==> src/rtl/ofdm_qam_mapper.sv <==
// ofdm_qam_mapper
// Splits an input byte stream into 1/2/4-bit groups (BPSK / QPSK / 16-QAM),
// Gray-maps each group to a signed complex symbol {I[31:16], Q[15:0]} and
// emits exactly SYM_PER_FRAME symbols per OFDM frame.
//
// Optional build macro: MAPPER_SCRAMBLER_EN
//   When defined, a 7-bit additive scrambler (s = x[6]^x[3]) whitens every
//   mapped bit. It is reseeded to 7'h7F at reset and at every frame start.
//   When undefined, bits map directly and no scrambler state exists.
//
// Handshake rules (both ports):
//   A transfer happens on a rising edge where valid and ready are both high.
//   A source holds its payload stable while valid is high and ready is low.
//   ready_out is combinational, equals (bits_left == 0) and never looks at
//   valid_in. valid_out never drops without a transfer.

module ofdm_qam_mapper #(
  parameter int SYM_PER_FRAME = 62,
  parameter int AMP_BPSK      = 16384,
  parameter int AMP_QPSK      = 11585,
  parameter int D_QAM16       = 5181
) (
  input  logic        clk,
  input  logic        rst_n,
  input  logic [1:0]  mode,
  input  logic [7:0]  data_in,
  input  logic        valid_in,
  output logic        ready_out,
  output logic [31:0] data_out,
  output logic        valid_out,
  input  logic        ready_in,
  output logic        frame_start,
  output logic [5:0]  sym_cnt
);

  // Constellation levels, all 16-bit two's complement, fixed at elaboration.
  localparam logic [15:0] BPSK_POS = 16'(AMP_BPSK);
  localparam logic [15:0] BPSK_NEG = 16'(-AMP_BPSK);
  localparam logic [15:0] QPSK_POS = 16'(AMP_QPSK);
  localparam logic [15:0] QPSK_NEG = 16'(-AMP_QPSK);
  localparam logic [15:0] QAM_P1   = 16'(D_QAM16);
  localparam logic [15:0] QAM_N1   = 16'(-D_QAM16);
  localparam logic [15:0] QAM_P3   = 16'(3 * D_QAM16);
  localparam logic [15:0] QAM_N3   = 16'(-3 * D_QAM16);

  localparam logic [5:0]  LAST_IDX = 6'(SYM_PER_FRAME - 1);

  // Mode encodings as stored in the latched mode register.
  localparam logic [1:0]  MODE_BPSK  = 2'b00;
  localparam logic [1:0]  MODE_QPSK  = 2'b01;
  localparam logic [1:0]  MODE_QAM16 = 2'b10;

  logic [7:0] bit_buf;    // unconsumed bits, MSB first
  logic [3:0] bits_left;  // valid bits remaining in bit_buf (0..8)
  logic [1:0] mode_lat;   // modulation for the current frame
  logic [5:0] sym_ptr;    // index the next emitted symbol will carry
  logic [3:0] k;          // bits per symbol for the latched mode
  logic       load;
  logic       emit;
  logic       frame_end;  // the symbol being emitted closes the frame
  logic [3:0] grp;        // top four buffer bits after optional scrambling
  logic [31:0] sym_next;

  // Gray level for one 16-QAM axis: 00->-3D, 01->-D, 11->+D, 10->+3D.
  function automatic logic [15:0] qam_level(input logic [1:0] b);
    logic [15:0] lvl;
    case (b)
      2'b00:   lvl = QAM_N3;
      2'b01:   lvl = QAM_N1;
      2'b11:   lvl = QAM_P1;
      default: lvl = QAM_P3;
    endcase
    return lvl;
  endfunction

  // Bits per symbol follow the latched mode, never the live mode input.
  always_comb begin
    case (mode_lat)
      MODE_BPSK:  k = 4'd1;
      MODE_QAM16: k = 4'd4;
      default:    k = 4'd2;
    endcase
  end

  // Handshake decode; load and emit are mutually exclusive because load
  // needs an empty buffer and emit needs at least one bit.
  always_comb begin
    ready_out = (bits_left == 4'd0);
    load      = valid_in && ready_out;
    emit      = (!valid_out || ready_in) && (bits_left >= k);
    frame_end = (sym_ptr == LAST_IDX);
  end

`ifdef MAPPER_SCRAMBLER_EN
  logic [6:0] scr_x;
  logic [6:0] scr_x_next;
  logic [6:0] scr_step [0:4];
  logic [3:0] scr_bits;

  // Run the scrambler four steps ahead; only the first k steps are used.
  always_comb begin
    scr_step[0] = scr_x;
    scr_bits    = 4'd0;
    for (int i = 0; i < 4; i++) begin
      scr_bits[3-i]  = scr_step[i][6] ^ scr_step[i][3];
      scr_step[i+1]  = {scr_step[i][5:0], scr_bits[3-i]};
    end
    grp = bit_buf[7:4] ^ scr_bits;
    case (k)
      4'd1:    scr_x_next = scr_step[1];
      4'd4:    scr_x_next = scr_step[4];
      default: scr_x_next = scr_step[2];
    endcase
  end

  // Scrambler advances only on mapped bits; reseeds when a frame closes.
  always_ff @(posedge clk or negedge rst_n) begin
    if (!rst_n) begin
      scr_x <= 7'h7F;
    end else if (emit) begin
      scr_x <= frame_end ? 7'h7F : scr_x_next;
    end
  end
`else
  // Without scrambling the group is simply the top of the buffer.
  always_comb begin
    grp = bit_buf[7:4];
  end
`endif

  // Map the leading group to {I, Q}; bit 0 maps to +, bit 1 maps to -.
  always_comb begin
    case (mode_lat)
      MODE_BPSK:  sym_next = {(grp[3] ? BPSK_NEG : BPSK_POS), 16'd0};
      MODE_QAM16: sym_next = {qam_level(grp[3:2]), qam_level(grp[1:0])};
      default:    sym_next = {(grp[3] ? QPSK_NEG : QPSK_POS),
                              (grp[2] ? QPSK_NEG : QPSK_POS)};
    endcase
  end

  // Bit buffer, frame pointer and mode latch.
  always_ff @(posedge clk or negedge rst_n) begin
    if (!rst_n) begin
      bit_buf   <= 8'd0;
      bits_left <= 4'd0;
      mode_lat  <= MODE_QPSK;
      sym_ptr   <= 6'd0;
    end else if (load) begin
      bit_buf   <= data_in;
      bits_left <= 4'd8;
      // Mode is captured only by the byte that opens a frame; reserved
      // encoding 11 behaves as QPSK.
      if (sym_ptr == 6'd0) begin
        mode_lat <= (mode == 2'b11) ? MODE_QPSK : mode;
      end
    end else if (emit) begin
      bit_buf <= bit_buf << k;
      if (frame_end) begin
        // Residual bits are dropped so every frame starts byte-aligned.
        sym_ptr   <= 6'd0;
        bits_left <= 4'd0;
      end else begin
        sym_ptr   <= sym_ptr + 6'd1;
        bits_left <= bits_left - k;
      end
    end
  end

  // Output register: load a new symbol on emit, drop valid once drained.
  always_ff @(posedge clk or negedge rst_n) begin
    if (!rst_n) begin
      data_out    <= 32'd0;
      valid_out   <= 1'b0;
      frame_start <= 1'b0;
      sym_cnt     <= 6'd0;
    end else if (emit) begin
      data_out    <= sym_next;
      valid_out   <= 1'b1;
      frame_start <= (sym_ptr == 6'd0);
      sym_cnt     <= sym_ptr;
    end else if (valid_out && ready_in) begin
      valid_out   <= 1'b0;
    end
  end

endmodule
==> config.mk <==
export PLATFORM = sky130hd
export DESIGN_NAME = ofdm_qam_mapper
export DESIGN_NICKNAME = d
export VERILOG_FILES = /design/src/rtl/ofdm_qam_mapper.sv
export SDC_FILE = /design/constraint.sdc
export NUM_CORES = 1
export LEC_CHECK = 0
export BUFFER_PORTS_ARGS = -buffer_cell sky130_fd_sc_hd__buf_2
export CAP_MARGIN = 5
export CORE_MARGIN = 8
export CORE_UTILIZATION = 30
export CTS_BUF_LIST = sky130_fd_sc_hd__clkbuf_8
export CTS_CLUSTER_SIZE = 30
export DETAILED_ROUTE_END_ITERATION = 10
export HOLD_SLACK_MARGIN = 0.06
export SLEW_MARGIN = 20
export SYNTH_ARGS = -nofsm -noshare
export SYNTH_HDL_FRONTEND = slang
export SYNTH_SLANG_ARGS = --single-unit
==> constraint.sdc <==
create_clock -name clk -period 3.3 [get_ports clk]
set_input_delay 0.495 -clock clk [delete_from_list [all_inputs] [get_ports clk]]
set_output_delay 0.495 -clock clk [all_outputs]
set_load 0.05 [all_outputs]
* Yosys cells after proc, flatten, opt, wreduce, memory -nomap -nowiden *
Index checks and enable logic that the tools add are counted.

word-level totals
  register bits after elaboration = 60
  input port bits = 14
  word-level logic and storage cells = 50

cells by class
  add/sub/neg operators = 2
  magnitude comparators = 1
  equality and inequality tests = 7
  shift-type cells = 1
  muxes and demuxes = 16
  bitwise gates (word level) = 1
  reductions and logical operators = 14

operators with widths
  cell                                                                    number
  16-bit one-hot mux with 3 select lines                                  2
  32-bit one-hot mux with 2 select lines                                  1
  16-bit two-way mux                                                      3
  8-bit two-way mux                                                       2
  4-bit two-way mux                                                       3
  2-bit equality test (second input constant)                             4
  8-bit by 4-bit << shifter with 8-bit output                             1
  6-bit by 1-bit adder with 6-bit output (second input constant)          1
  6-bit equality test (second input constant)                             1
  2-bit zero test                                                         3
  6-bit zero test                                                         1
  6-bit two-way mux                                                       1
  3-bit one-hot mux with 2 select lines                                   1
  2-bit by 1-bit equality test with 1-bit output (second input constant)  2
  4-bit >= comparator                                                     1
  4-bit zero test                                                         1
  2-bit AND reduction                                                     2
  2-bit nonzero test                                                      2
  4-bit subtractor                                                        1
  1-bit logical AND                                                       3
  1-bit two-way mux                                                       2
  2-bit two-way mux                                                       1
  1-bit zero test                                                         1
  1-bit logical OR                                                        1
  1-bit NOT                                                               1

* Longest topological paths before layout *
  depth after elaboration = 6
  depth in mapped cells = 10
  depth with buffers taken out = 7

* Least setup slack after synthesis *
No wires, ideal clock.

  path type = register to register
  start point = reg mode_lat[0]
  end point = reg sym_ptr[4]
  setup time = 137 ps
  arrival time = 2,370 ps
  setup slack = 792 ps
  cell stages (with the launch flop) = 10
  buffers on the path = 2
  clock period less this slack = 2,508 ps
  cell sequence = dfstp_2 > clkbuf_1 > nor2_1 > ha_1 > fa_1 > and2b_1 > o31ai_4 > buf_4 > o41ai_1 > o31ai_1

between the ends
  longest elaborated chain between the ends = 5
  elaborated cells on any way between the ends = 6

RTL lines
  element                                                 RTL line  source
  start, declared                                         55        logic [1:0] mode_lat;
  start signal, assigned                                  154       mode_lat <= (mode == 2'b11) ? MODE_QPSK : mode;
  2-bit equality test or 2-bit zero test (tied branches)  78        case (mode_lat)
  3-bit one-hot mux with 2 select lines *                 78
  4-bit >= comparator *                                   90        emit = (!valid_out || ready_in) && (bits_left >= k);
  1-bit logical AND *                                     90
  2-bit AND reduction (no source line) *                  n/a
  end signal, assigned                                    163       sym_ptr <= sym_ptr + 6'd1;
  end, declared                                           56        logic [5:0] sym_ptr;

Mark *: on every way between the ends. The rest lies on a longest branch, timed or not.
A chain may end at the register's enable or synchronous reset.

* Final worst setup path *
  start point = reg mode_lat[0]
  end point = reg bit_buf[3]

between the ends
  longest elaborated chain between the ends = 5
  elaborated cells on any way between the ends = 9

RTL lines
  element                                                                             RTL line  source
  2-bit equality test or 2-bit zero test (tied branches)                              78
  3-bit one-hot mux with 2 select lines *                                             78
  8-bit by 4-bit << shifter with 8-bit output or 4-bit >= comparator (tied branches)  157, 90
  8-bit two-way mux or 1-bit logical AND (tied branches)                              156, 90
  8-bit two-way mux or 2-bit nonzero test (tied branches)                             n/a
  end signal, assigned                                                                149       bit_buf <= data_in;
  end signal, assigned                                                                157       bit_buf <= bit_buf << k;
  end, declared                                                                       53        logic [7:0] bit_buf;

Mark *: on every way between the ends. The rest lies on a longest branch, timed or not. The select of a mux whose other input is x is not followed.

==> metrics.md <==
| Metric | Value |
|---|---|
| Status | finished, final reports clean |
| Worst path slowest cell | dfstp_2 |
| Mapped Nets | 308 |
| Distinct cells, synth | 43 |
| Commonest cells in the netlist | nand2_1, dfrtp_1, nor2_1 |
| Leak | 1.44 nW |
| Chip height | 108 um |
| Initial antenna violation count | 0 |
| Asr flop ratio synth | 100% |
| Avg Inst Size Synth | 9.02 um2 |
| Fmax | 333 MHz |
| CP peak stage delay | 0.73 ns |
| # resized after CTS | 0 |
| Final Setup Violations | 0 |
| Worst setup SP type | flop |
| Crit path cell chain | nor2_1 -> ha_1 -> fa_1 -> and2b_1 -> o31a_1 -> buf_4 -> nor2_1 -> o31ai_2 |
| WL per Instance | 14.3 um |
| Core area | 8180 um2 |
| Max-slew violations | 0 |
| CP Max Fanout | 17 |
| First-iteration detailed-routing DRC count | 50 |
| Drt total wl | 5980 um |
| Total gr overflow | 0 |
| Final Skew | 0.00712 ns |
| Slew HR | 61.7% |
| Worst Path Arrival | 3.20 ns |
| Global-route wire length before repair | 10200 um |
| P per Cell Area | 851 nW/um2 |
| Mapped Cells | 279 |
| Area growth from synthesis to layout | 14.0% |
| Layout fillers | 888 |
| EDFF count, synth | 0 |
| CP Class | flop to flop |
| Final worst path period share | 90.9% |
| Vias in the first global route | 2008 |
| Gp weighted congestion | 0.859 |
| Seq/Total Area, Yosys | 44.8% |
| CTS Hold Buffers Added | 0 |
| Worst skew pair latency | 0.30 ns |
| Final hold viol count | 0 |
| Yosys reg bits | 45 |
| Setup TNS Final | 0 ns |
| Clk pin slew, worst setup/hold paths | 0.09 ns |
| Vias | 2001 |
| Antenna viol nets, final | 0 |
| Detail Placement HPWL | 4550 um |
| Critical Path RT | 3.51 ns |
| Maximum clock path buffer count | 2 |
| Slew at the pin closest to its max-slew limit | 0.574 ns |
| CP endpoint kind | flop |
| N_diodes | 0 |
| Switching Fraction | 46.6% |
| FP Rows | 33 |
| Prevailing post-synth register cell | dfrtp_1 |
| Htree depth | 2 |
| Initial core utilization | 30.8% |
| Top-level I/O count | 55 |
| PortBufs | 54 |
| R2R setup slack | 0.30 ns |
| Most numerous cell in the Yosys netlist | nand2_1 |
| Yosys top cell by area | dfrtp_1 |
| Vias per inst | 4.78 |
| Die area | 11600 um2 |
| Seq pwr share | 36.2% |
| Tightest Hold Check Type | input pin to asynchronous set/reset pin |
| Worst vdd ir | 0.277 mV |
| CTS Sinks | 45 |
| Fin nets | 342 |
| Gr usage total | 10.8% |
| Top-area cell type share of the netlist area | 43.8% |
| CTS Buf Count | 5 |
| Synth Warn # | 0 |
| Drt first pass iters | 4 |
| RSZ-0062 raised after global routing | no |
| Max Cap Viol | 0 |
| Synth area leaders | dfrtp_1, nand2_1, ha_1 |
| Comb power frac | 46.4% |
| R2R Path Start | mode_lat[0] |
| Finished Cell Area | 2870 um2 |
| Clock power frac | 17.4% |
| Die width | 108 um |
| Placement Cell Area | 2750 um2 |
| Worst reg2reg endpoint | bit_buf[3] |
| Root Buffer | clkbuf_8 |
| Final period demand of the worst path | 3.00 ns |
| Clock tree from TritonCTS | done |
| CP dominant cell by count | nor2_1 |
| Remaining DRCs | 0 |
| Share of layout cells above drive strength 1 | 24.2% |
| Post-Syn Area | 2520 um2 |
| Post-CTS setup buffer count | 0 |
| Largest net degree at the start of global routing | 46 |
| Pint | 0.00130 W |
| Reg2Reg Depth | 8 |
| NetSw | 0.00114 W |
## routing by layer
layer	track usage (%)	vias up	share of wire (%)
met5	0	-	0
met4	2.48	0	0.82
met3	3.29	5	7.5
met2	16.5	60	45
met1	14.5	929	47
li1	-	1007	-
## layout by cell type, fill, tap and decap left out, types with 2 or more instances in the layout
master | Yosys | layout
mux2_2 | 2 | 2
o22ai_1 | 2 | 2
inv_1 | 10 | 10
nand3_1 | 9 | 9
dfrtp_1 | 44 | 44
nor2_1 | 25 | 25
buf_2 | 7 | 53
o21ai_0 | 23 | 23
o31ai_2 | 2 | 2
a21oi_1 | 19 | 19
mux2i_1 | 5 | 5
o31ai_1 | 2 | 2
and2b_1 | 2 | 2
clkbuf_8 | 0 | 5
nand2_1 | 50 | 50
ha_1 | 14 | 14
nand2b_1 | 3 | 3
buf_4 | 19 | 7
a31oi_1 | 6 | 6
a221oi_1 | 4 | 4
and3_1 | 2 | 2
clkinv_1 | 2 | 2
## cells by family (layout without fill, tap and decap cells)
logic type                 Yosys count  count (layout)  synth area share, %
adders and majority gates           15              15                 7.76
DFF                                 45              45                 44.8
and+or+nand+nor                    102             102                 18.2
buffers and inverters               45              80                 10.2
AOI/OAI and AO/OA                   64              64                 15.8
xor gates and xnor gates             1               1                0.348
muxes                                7               7                 2.88
## how the worst max path moves through the flow
stage                             to         from  cells past startpoint  slack [ns]
after global routing      bit_buf[3]  mode_lat[0]                      8        0.11
after detailed placement  bit_buf[3]  mode_lat[0]                      8        0.33
after global placement    bit_buf[3]  mode_lat[0]                      8        0.40
after floorplan           sym_ptr[4]  mode_lat[0]                      9        0.79
after CTS                 bit_buf[3]  mode_lat[0]                      8        0.29
final                     bit_buf[3]  mode_lat[0]                      8        0.30
## flip-flops by register name, indices dropped and copies added, names as in the netlist
name,flops
data_out,17
bits_left,4
mode_lat,2
bit_buf,8
frame_start,1
sym_cnt,6
valid_out,1
sym_ptr,6
## per-stage QoR
step,hold WS (ns),worst slack [ns],util [%],std cells,total power (W)
after floorplan,0.199,0.792,-,279,0.00178
final,0.188,0.301,35.1,419,0.00244
after global placement,0.457,0.399,33.7,411,0.00201
after detailed placement,0.459,0.330,33.7,411,0.00204
after CTS,0.370,0.285,35.1,419,0.00248
after global routing,0.233,0.111,35.1,419,0.00266
## critical path, delay by kind of cell, from the launching register on
kind            cells  cell delay [ns]
compound gates      2             0.66
fa+ha+maj           2             0.65
buf+inv             1             0.30
flops               1             0.73
simple gates        3             0.57
## layout make-up
class	count	area, um2	area share (%)
Sequential cell	45	1130	39.3
Multi-Input combinational cell	189	1130	39.5
Inverter	12	45.0	1.57
Clock buffer	5	68.8	2.40
Timing Repair Buffer	60	318	11.1
Clock inverter	3	46.3	1.61
Tap cell	105	131	4.58
## power by group through the flow
stage	logic (W)	clock network, W	registers, W
floorplan	0.000748	0	0.00103
global placement	0.00112	0	0.000893
detailed placement	0.00114	0	0.000897
CTS	0.00115	0.000440	0.000885
global route	0.00128	0.000465	0.000918
finish	0.00113	0.000425	0.000884
Note: power is estimated with default switching activity, not from simulation.
